==> src/rtl/hazard_scoreboard_if.sv <==
// Decode/writeback/drain bundle between the issue stage and the hazard scoreboard.
// The master drives decode and writeback; the slave reports issue, stall and status.
interface hazard_scoreboard_if #(parameter int NREG = 16);
  logic            dec_valid;
  logic [3:0]      dec_rd;
  logic            dec_wr;
  logic [3:0]      dec_rs1;
  logic [3:0]      dec_rs2;
  logic            dec_rs1_used;
  logic            dec_rs2_used;
  logic            flush;
  logic            wb_en;
  logic [3:0]      wb_rd;
  logic            drain_req;
  logic            issue;
  logic            stall;
  logic            drained;
  logic [NREG-1:0] pending;
  logic            deadlock;
  logic [15:0]     stall_cycles;

  modport master (
    output dec_valid, dec_rd, dec_wr, dec_rs1, dec_rs2, dec_rs1_used, dec_rs2_used,
           flush, wb_en, wb_rd, drain_req,
    input  issue, stall, drained, pending, deadlock, stall_cycles
  );

  modport slave (
    input  dec_valid, dec_rd, dec_wr, dec_rs1, dec_rs2, dec_rs1_used, dec_rs2_used,
           flush, wb_en, wb_rd, drain_req,
    output issue, stall, drained, pending, deadlock, stall_cycles
  );
endinterface

==> src/rtl/hazard_scoreboard.sv <==
// Register hazard scoreboard: tracks in-flight writes, stalls RAW/WAW hazards,
// supports quiesce (drain) and flags stalls that never resolve.
module hazard_scoreboard #(
  parameter int NREG    = 16,
  parameter int TIMEOUT = 64
) (
  input  logic clk,
  input  logic reset,
  hazard_scoreboard_if.slave bus
);
  localparam logic [1:0] S_RUN   = 2'd0;
  localparam logic [1:0] S_STALL = 2'd1;
  localparam logic [1:0] S_DRAIN = 2'd2;

  logic [1:0]      state, state_nxt;
  logic [NREG-1:0] pend_q, pend_nxt, wb_mask, eff;
  logic            hazard, issue, stall, drained;
  logic [6:0]      scnt;
  logic            dl_q;
  logic [15:0]     sc_q;

  always_comb begin
    wb_mask = '0;
    if (bus.wb_en) wb_mask[bus.wb_rd] = 1'b1;
  end

  // Writeback this cycle is forwarded, so it no longer blocks readers.
  assign eff    = pend_q & ~wb_mask;
  assign hazard = (bus.dec_rs1_used & eff[bus.dec_rs1]) |
                  (bus.dec_rs2_used & eff[bus.dec_rs2]) |
                  (bus.dec_wr       & eff[bus.dec_rd]);

  always_comb begin
    issue     = 1'b0;
    stall     = 1'b0;
    drained   = 1'b0;
    state_nxt = state;
    if (!reset) begin
      case (state)
        S_RUN, S_STALL: begin
          issue = bus.dec_valid & ~hazard & ~bus.flush;
          stall = bus.dec_valid &  hazard & ~bus.flush;
        end
        S_DRAIN: begin
          stall   = bus.dec_valid & ~bus.flush;
          drained = (eff == '0);
        end
        default: ;
      endcase
    end
    case (state)
      S_RUN:   if (stall) state_nxt = S_STALL;
               else if (bus.drain_req) state_nxt = S_DRAIN;
      S_STALL: if (!hazard || bus.flush) state_nxt = S_RUN;
      S_DRAIN: if (!bus.drain_req) state_nxt = S_RUN;
      default: state_nxt = S_RUN;
    endcase
  end

  // Clear first, then set: an issue to the register being written back keeps it pending.
  always_comb begin
    pend_nxt = pend_q & ~wb_mask;
    if (issue && bus.dec_wr) pend_nxt[bus.dec_rd] = 1'b1;
  end

  always_ff @(posedge clk) begin
    if (reset) begin
      state  <= S_RUN;
      pend_q <= '0;
      scnt   <= '0;
      dl_q   <= 1'b0;
      sc_q   <= '0;
    end else begin
      state  <= state_nxt;
      pend_q <= pend_nxt;
      if (stall) begin
        if (scnt != '1) scnt <= scnt + 7'd1;
        if (({1'b0, scnt} + 8'd1) >= 8'(TIMEOUT)) dl_q <= 1'b1;
        if (sc_q != '1) sc_q <= sc_q + 16'd1;
      end else begin
        scnt <= '0;
      end
    end
  end

  assign bus.issue        = issue;
  assign bus.stall        = stall;
  assign bus.drained      = drained;
  assign bus.pending      = pend_q;
  assign bus.deadlock     = dl_q;
  assign bus.stall_cycles = sc_q;
endmodule

==> src/flat_wrapper.sv <==
// flat-port wrapper written by rule: the top's interface ports become plain ports
module hazard_scoreboard_flat 
#(
  parameter int NREG    = 16,
  parameter int TIMEOUT = 64
)
  (clk, reset, bus_dec_valid, bus_dec_rd, bus_dec_wr, bus_dec_rs1, bus_dec_rs2, bus_dec_rs1_used, bus_dec_rs2_used, bus_flush, bus_wb_en, bus_wb_rd, bus_drain_req, bus_issue, bus_stall, bus_drained, bus_pending, bus_deadlock, bus_stall_cycles);
  hazard_scoreboard_if #(.NREG(NREG)) bus_i ();
  input  logic clk;
  input  logic reset;
  input wire logic [$bits(bus_i.dec_valid)-1:0] bus_dec_valid;
  input wire logic [$bits(bus_i.dec_rd)-1:0] bus_dec_rd;
  input wire logic [$bits(bus_i.dec_wr)-1:0] bus_dec_wr;
  input wire logic [$bits(bus_i.dec_rs1)-1:0] bus_dec_rs1;
  input wire logic [$bits(bus_i.dec_rs2)-1:0] bus_dec_rs2;
  input wire logic [$bits(bus_i.dec_rs1_used)-1:0] bus_dec_rs1_used;
  input wire logic [$bits(bus_i.dec_rs2_used)-1:0] bus_dec_rs2_used;
  input wire logic [$bits(bus_i.flush)-1:0] bus_flush;
  input wire logic [$bits(bus_i.wb_en)-1:0] bus_wb_en;
  input wire logic [$bits(bus_i.wb_rd)-1:0] bus_wb_rd;
  input wire logic [$bits(bus_i.drain_req)-1:0] bus_drain_req;
  output wire logic [$bits(bus_i.issue)-1:0] bus_issue;
  output wire logic [$bits(bus_i.stall)-1:0] bus_stall;
  output wire logic [$bits(bus_i.drained)-1:0] bus_drained;
  output wire logic [$bits(bus_i.pending)-1:0] bus_pending;
  output wire logic [$bits(bus_i.deadlock)-1:0] bus_deadlock;
  output wire logic [$bits(bus_i.stall_cycles)-1:0] bus_stall_cycles;
  assign bus_i.dec_valid = bus_dec_valid;
  assign bus_i.dec_rd = bus_dec_rd;
  assign bus_i.dec_wr = bus_dec_wr;
  assign bus_i.dec_rs1 = bus_dec_rs1;
  assign bus_i.dec_rs2 = bus_dec_rs2;
  assign bus_i.dec_rs1_used = bus_dec_rs1_used;
  assign bus_i.dec_rs2_used = bus_dec_rs2_used;
  assign bus_i.flush = bus_flush;
  assign bus_i.wb_en = bus_wb_en;
  assign bus_i.wb_rd = bus_wb_rd;
  assign bus_i.drain_req = bus_drain_req;
  assign bus_issue = bus_i.issue;
  assign bus_stall = bus_i.stall;
  assign bus_drained = bus_i.drained;
  assign bus_pending = bus_i.pending;
  assign bus_deadlock = bus_i.deadlock;
  assign bus_stall_cycles = bus_i.stall_cycles;
  hazard_scoreboard #(.NREG(NREG), .TIMEOUT(TIMEOUT)) u_core (.clk(clk), .reset(reset), .bus(bus_i));
endmodule
==> config.mk <==
export PLATFORM = sky130hd
export DESIGN_NAME = hazard_scoreboard_flat
export DESIGN_NICKNAME = d
export VERILOG_FILES = /design/src/rtl/hazard_scoreboard_if.sv /design/src/rtl/hazard_scoreboard.sv /design/src/flat_wrapper.sv
export SDC_FILE = /design/constraint.sdc
export NUM_CORES = 1
export LEC_CHECK = 0
export BUFFER_PORTS_ARGS = -buffer_cell sky130_fd_sc_hd__clkbuf_2
export CORE_ASPECT_RATIO = 1.75
export CORE_MARGIN = 4
export CORE_UTILIZATION = 54
export DETAILED_ROUTE_END_ITERATION = 6
export GPL_ROUTABILITY_DRIVEN = 0
export PLACE_DENSITY = 0.82
export REMOVE_ABC_BUFFERS = 1
export SYNTH_ARGS = -nofsm -noshare
export SYNTH_HDL_FRONTEND = slang
export SYNTH_SLANG_ARGS = --single-unit
==> constraint.sdc <==
create_clock -name clk -period 2.45 [get_ports clk]
set_input_delay 0.1225 -clock clk [delete_from_list [all_inputs] [get_ports clk]]
set_output_delay 0.1225 -clock clk [all_outputs]
set_load 0.05 [all_outputs]
==> results.cfg <==
[outcome]
status = complete, no violations

[final_layout]
fillers = 323
fin_area_um2 = 3570
diodes = 0
fin_nets = 440
drive_above_1_share = 0.424
syn_to_final_growth_pct = 37.4
fin_util = 0.764

[die]
start_util = 0.556
die_h_um = 99.7
dieArea_um2 = 6020
core_um2 = 4670
chipWidth_um = 60.4
ios = 61
rows = 33

[setup_path]
slowest_stage = mux4_2
crit_required_ps = 2670
crit_path_max_fanout = 17
critPathMaxStageDelay_ps = 490
crit_arrival_ps = 2630
worstPathCellList = o21ai_1 -> mux4_2 -> a211o_1 -> o211ai_2 -> nor3_4 -> buf_4 -> buf_12 -> or4_1 -> a21oi_1
crit_buf_inv = 2
critPathCaptureType = flip-flop
crit_type = reg -> reg
path_delay_family = compound AO/OA/AOI/OAI gates
start_kind = flip-flop

[sta]
finalWorstSetupSlack_ps = 36.1
worstMarginPinSlew_ps = 359
relSlewSlack = 0.758
fin_tns_setup_ps = 0
timing.fmax_mhz = 414
min_period_ps = 2410
finClkSkew_ps = 6.35
fin_crit_sh = 0.985
rsz0062_at_grt = yes
hold_viol_final = 0
setup-violations-final = 0
report.final.slew_viol_count = 0

[drt]
remaining_drc_errors = 0
wirelength_um = 8980
wl_per_cell_um = 19.3
ant_nets = 0
drt-pass1-iter-count = 7
drt_iter0_markers = 273
viasPerCell = 6.80
vias = 3162

[cts]
clkTransAtPathRegs_ps = 80
max-clock-path-buffers = 2
cts_root_buf = clkbuf_8
cts_tree = yes
clock-sinks = 42
numCtsBuffers = 5
clkLatencyLatePin_ps = 290
cts_hold_buf = 0
htreeDepth = 2

[synth]
synthArstFlopShare = 0
ys_ff_latch = 42
synth_cell_type_count = 60
avgSynthCellArea_um2 = 8.45
yosys.area_share.simple = 0.231
synth_top_family_by_area = compound AO/OA/AOI/OAI gates
synth_flop_cell = dfxtp_1
synthesis.instances = 307
synthMuxAreaShare = 0.0395
synth_edf_count = 0
yosys_warnings = 0
synth_xor_area_frac = 0.0135
synth-compound-area-share = 0.318
synthAdderAreaFrac = 0.0145
ys_seq_area_frac = 0.324
syn_area_um2 = 2590

[power]
p_per_area_nw_per_um2 = 461
power_frac_comb = 0.165
p_sw_mw = 0.416
p_leak_nw = 1.41
p_seq_frac = 0.419
clkPwrFrac = 0.416
finalPower_mw = 1.64
ir_drop_mv = 0.713
internal-power_mw = 1.23
swShare = 0.253

[worst_hold_path]
hold_class = in -> reg

[grt]
grt_start_max_net_pins = 19
grt_pass1_wl_um = 14100
grt_overflow = 0
grt_pass1_vias = 3012
grt.total_usage = 0.308
antenna_found_initial = 0

[place]
placed_area_um2 = 3250
dp_hpwl_um = 6680
dp_slack_ps = -185
port_buffers = 60

[run]
cap_violations = 0
-- state kept, by name, indices dropped and copies added (netlist names) --
| register | flops |
|---|---|
| u_core.bus.deadlock | 1 |
| u_core.bus.pending | 16 |
| u_core.bus.stall_cycles | 16 |
| u_core.scnt | 7 |
| u_core.state | 2 |
-- power by group through the flow --
| stage | Combinational, mW | Sequential (mW) | Clock (mW) |
|---|---|---|---|
| 2_1_floorplan | 0.0977 | 0.711 | 0 |
| 3_3_place_gp | 0.237 | 0.707 | 0 |
| 3_5_place_dp | 0.242 | 0.707 | 0 |
| 5_1_grt | 0.290 | 0.689 | 0.734 |
| 4_1_cts | 0.249 | 0.691 | 0.686 |
| 6_report | 0.271 | 0.689 | 0.684 |
-- metal layers --
metal,wire length [um],global-route usage
met5,0,0
met3,680,0.0571
met1,3050,0.320
met2,4590,0.532
met4,651,0.210
-- cells in the mapped netlist (4+ instances only) --
cell type  count  area, um^2
o21a_1         4        30.0
o21ai_1        7        35.0
nor3_1         5        25.0
clkbuf_1       9        33.8
nor2_1        18        67.6
buf_2          6        30.0
and3_1         7        43.8
o32ai_1        8        70.1
o211ai_1      21         158
o31ai_1        9        67.6
nand4_1       16         100
nand2_1       15        56.3
a21oi_1       10        50.1
or4_1          9        67.6
dfxtp_1       42         841
o22ai_1        8        50.1
nand3_1       13        65.1
inv_1         11        41.3
o2111ai_1     12         105
o21ai_0       11        55.1
-- worst paths after layout --
check	to	cells after the start	startpoint	slack (ps)
max	u_core.bus.stall_cycles[4]$_SDFFE_PP0P_	9	u_core.bus.pending[11]$_SDFF_PP0_	40
min reg2reg	u_core.bus.stall_cycles[10]$_SDFFE_PP0P_	2	u_core.bus.stall_cycles[10]$_SDFFE_PP0P_	500
min	u_core.state[1]$_SDFFE_PP0P_	2	bus_drain_req	60
max reg2reg	u_core.bus.stall_cycles[4]$_SDFFE_PP0P_	9	u_core.bus.pending[11]$_SDFF_PP0_	40
-- per-stage QoR --
stage	cells	hold WS, ps
2_1_floorplan	288	192
4_1_cts	458	55.7
3_5_place_dp	449	366
3_3_place_gp	449	358
5_1_grt	465	66.0
6_report	465	60.5
-- cells by family after synthesis --
logic type,Yosys count
multiplexers,6
adder cells (fa/ha/maj),3
AO/OA/AOI/OAI,113
AND/OR/NAND/NOR,106
buffers and inverters,33
flip-flops,42
XOR/XNOR,4
-- cells in the final DEF (no fill, tap or decap), drive strengths merged, types with 2 or more instances in the layout --
cell type	n
clkbuf	64
buf	59
dfxtp	42
o211ai	22
o21ai	21
nor2	19
nand4	16
nand2	16
nand3	15
inv	13
o2111ai	12
a21oi	10
o31ai	9
or4	9
o22ai	8
o32ai	8
and3	7
nor3	6
o21a	4
or2	4
xor2	3
mux4	3
a41oi	3
o31a	3
nor4	3
ha	3
nor2b	2
o311ai	2
o41ai	2
bufinv	2
or3b	2
mux2i	2
nand2b	2
nand3b	2
a211oi	2
-- layout make-up --
class                      count  area [um^2]  share of cell area
multi-input combinational    232         1680               0.470
sequential                    42          860               0.241
timing repair buffer         117          769               0.216
clock buffer                   6         82.6              0.0232
tap                           52         65.1              0.0182
clock inverter                 2         60.1              0.0168
inverter                      14         52.6              0.0147
-- timing repair --
action,4_1_cts,5_1_grt
pin swaps,3,10
resized for setup,11,31
setup endpoints to repair,12,11
buffers inserted,1,7
Note: power is estimated with default switching activity, not from simulation.
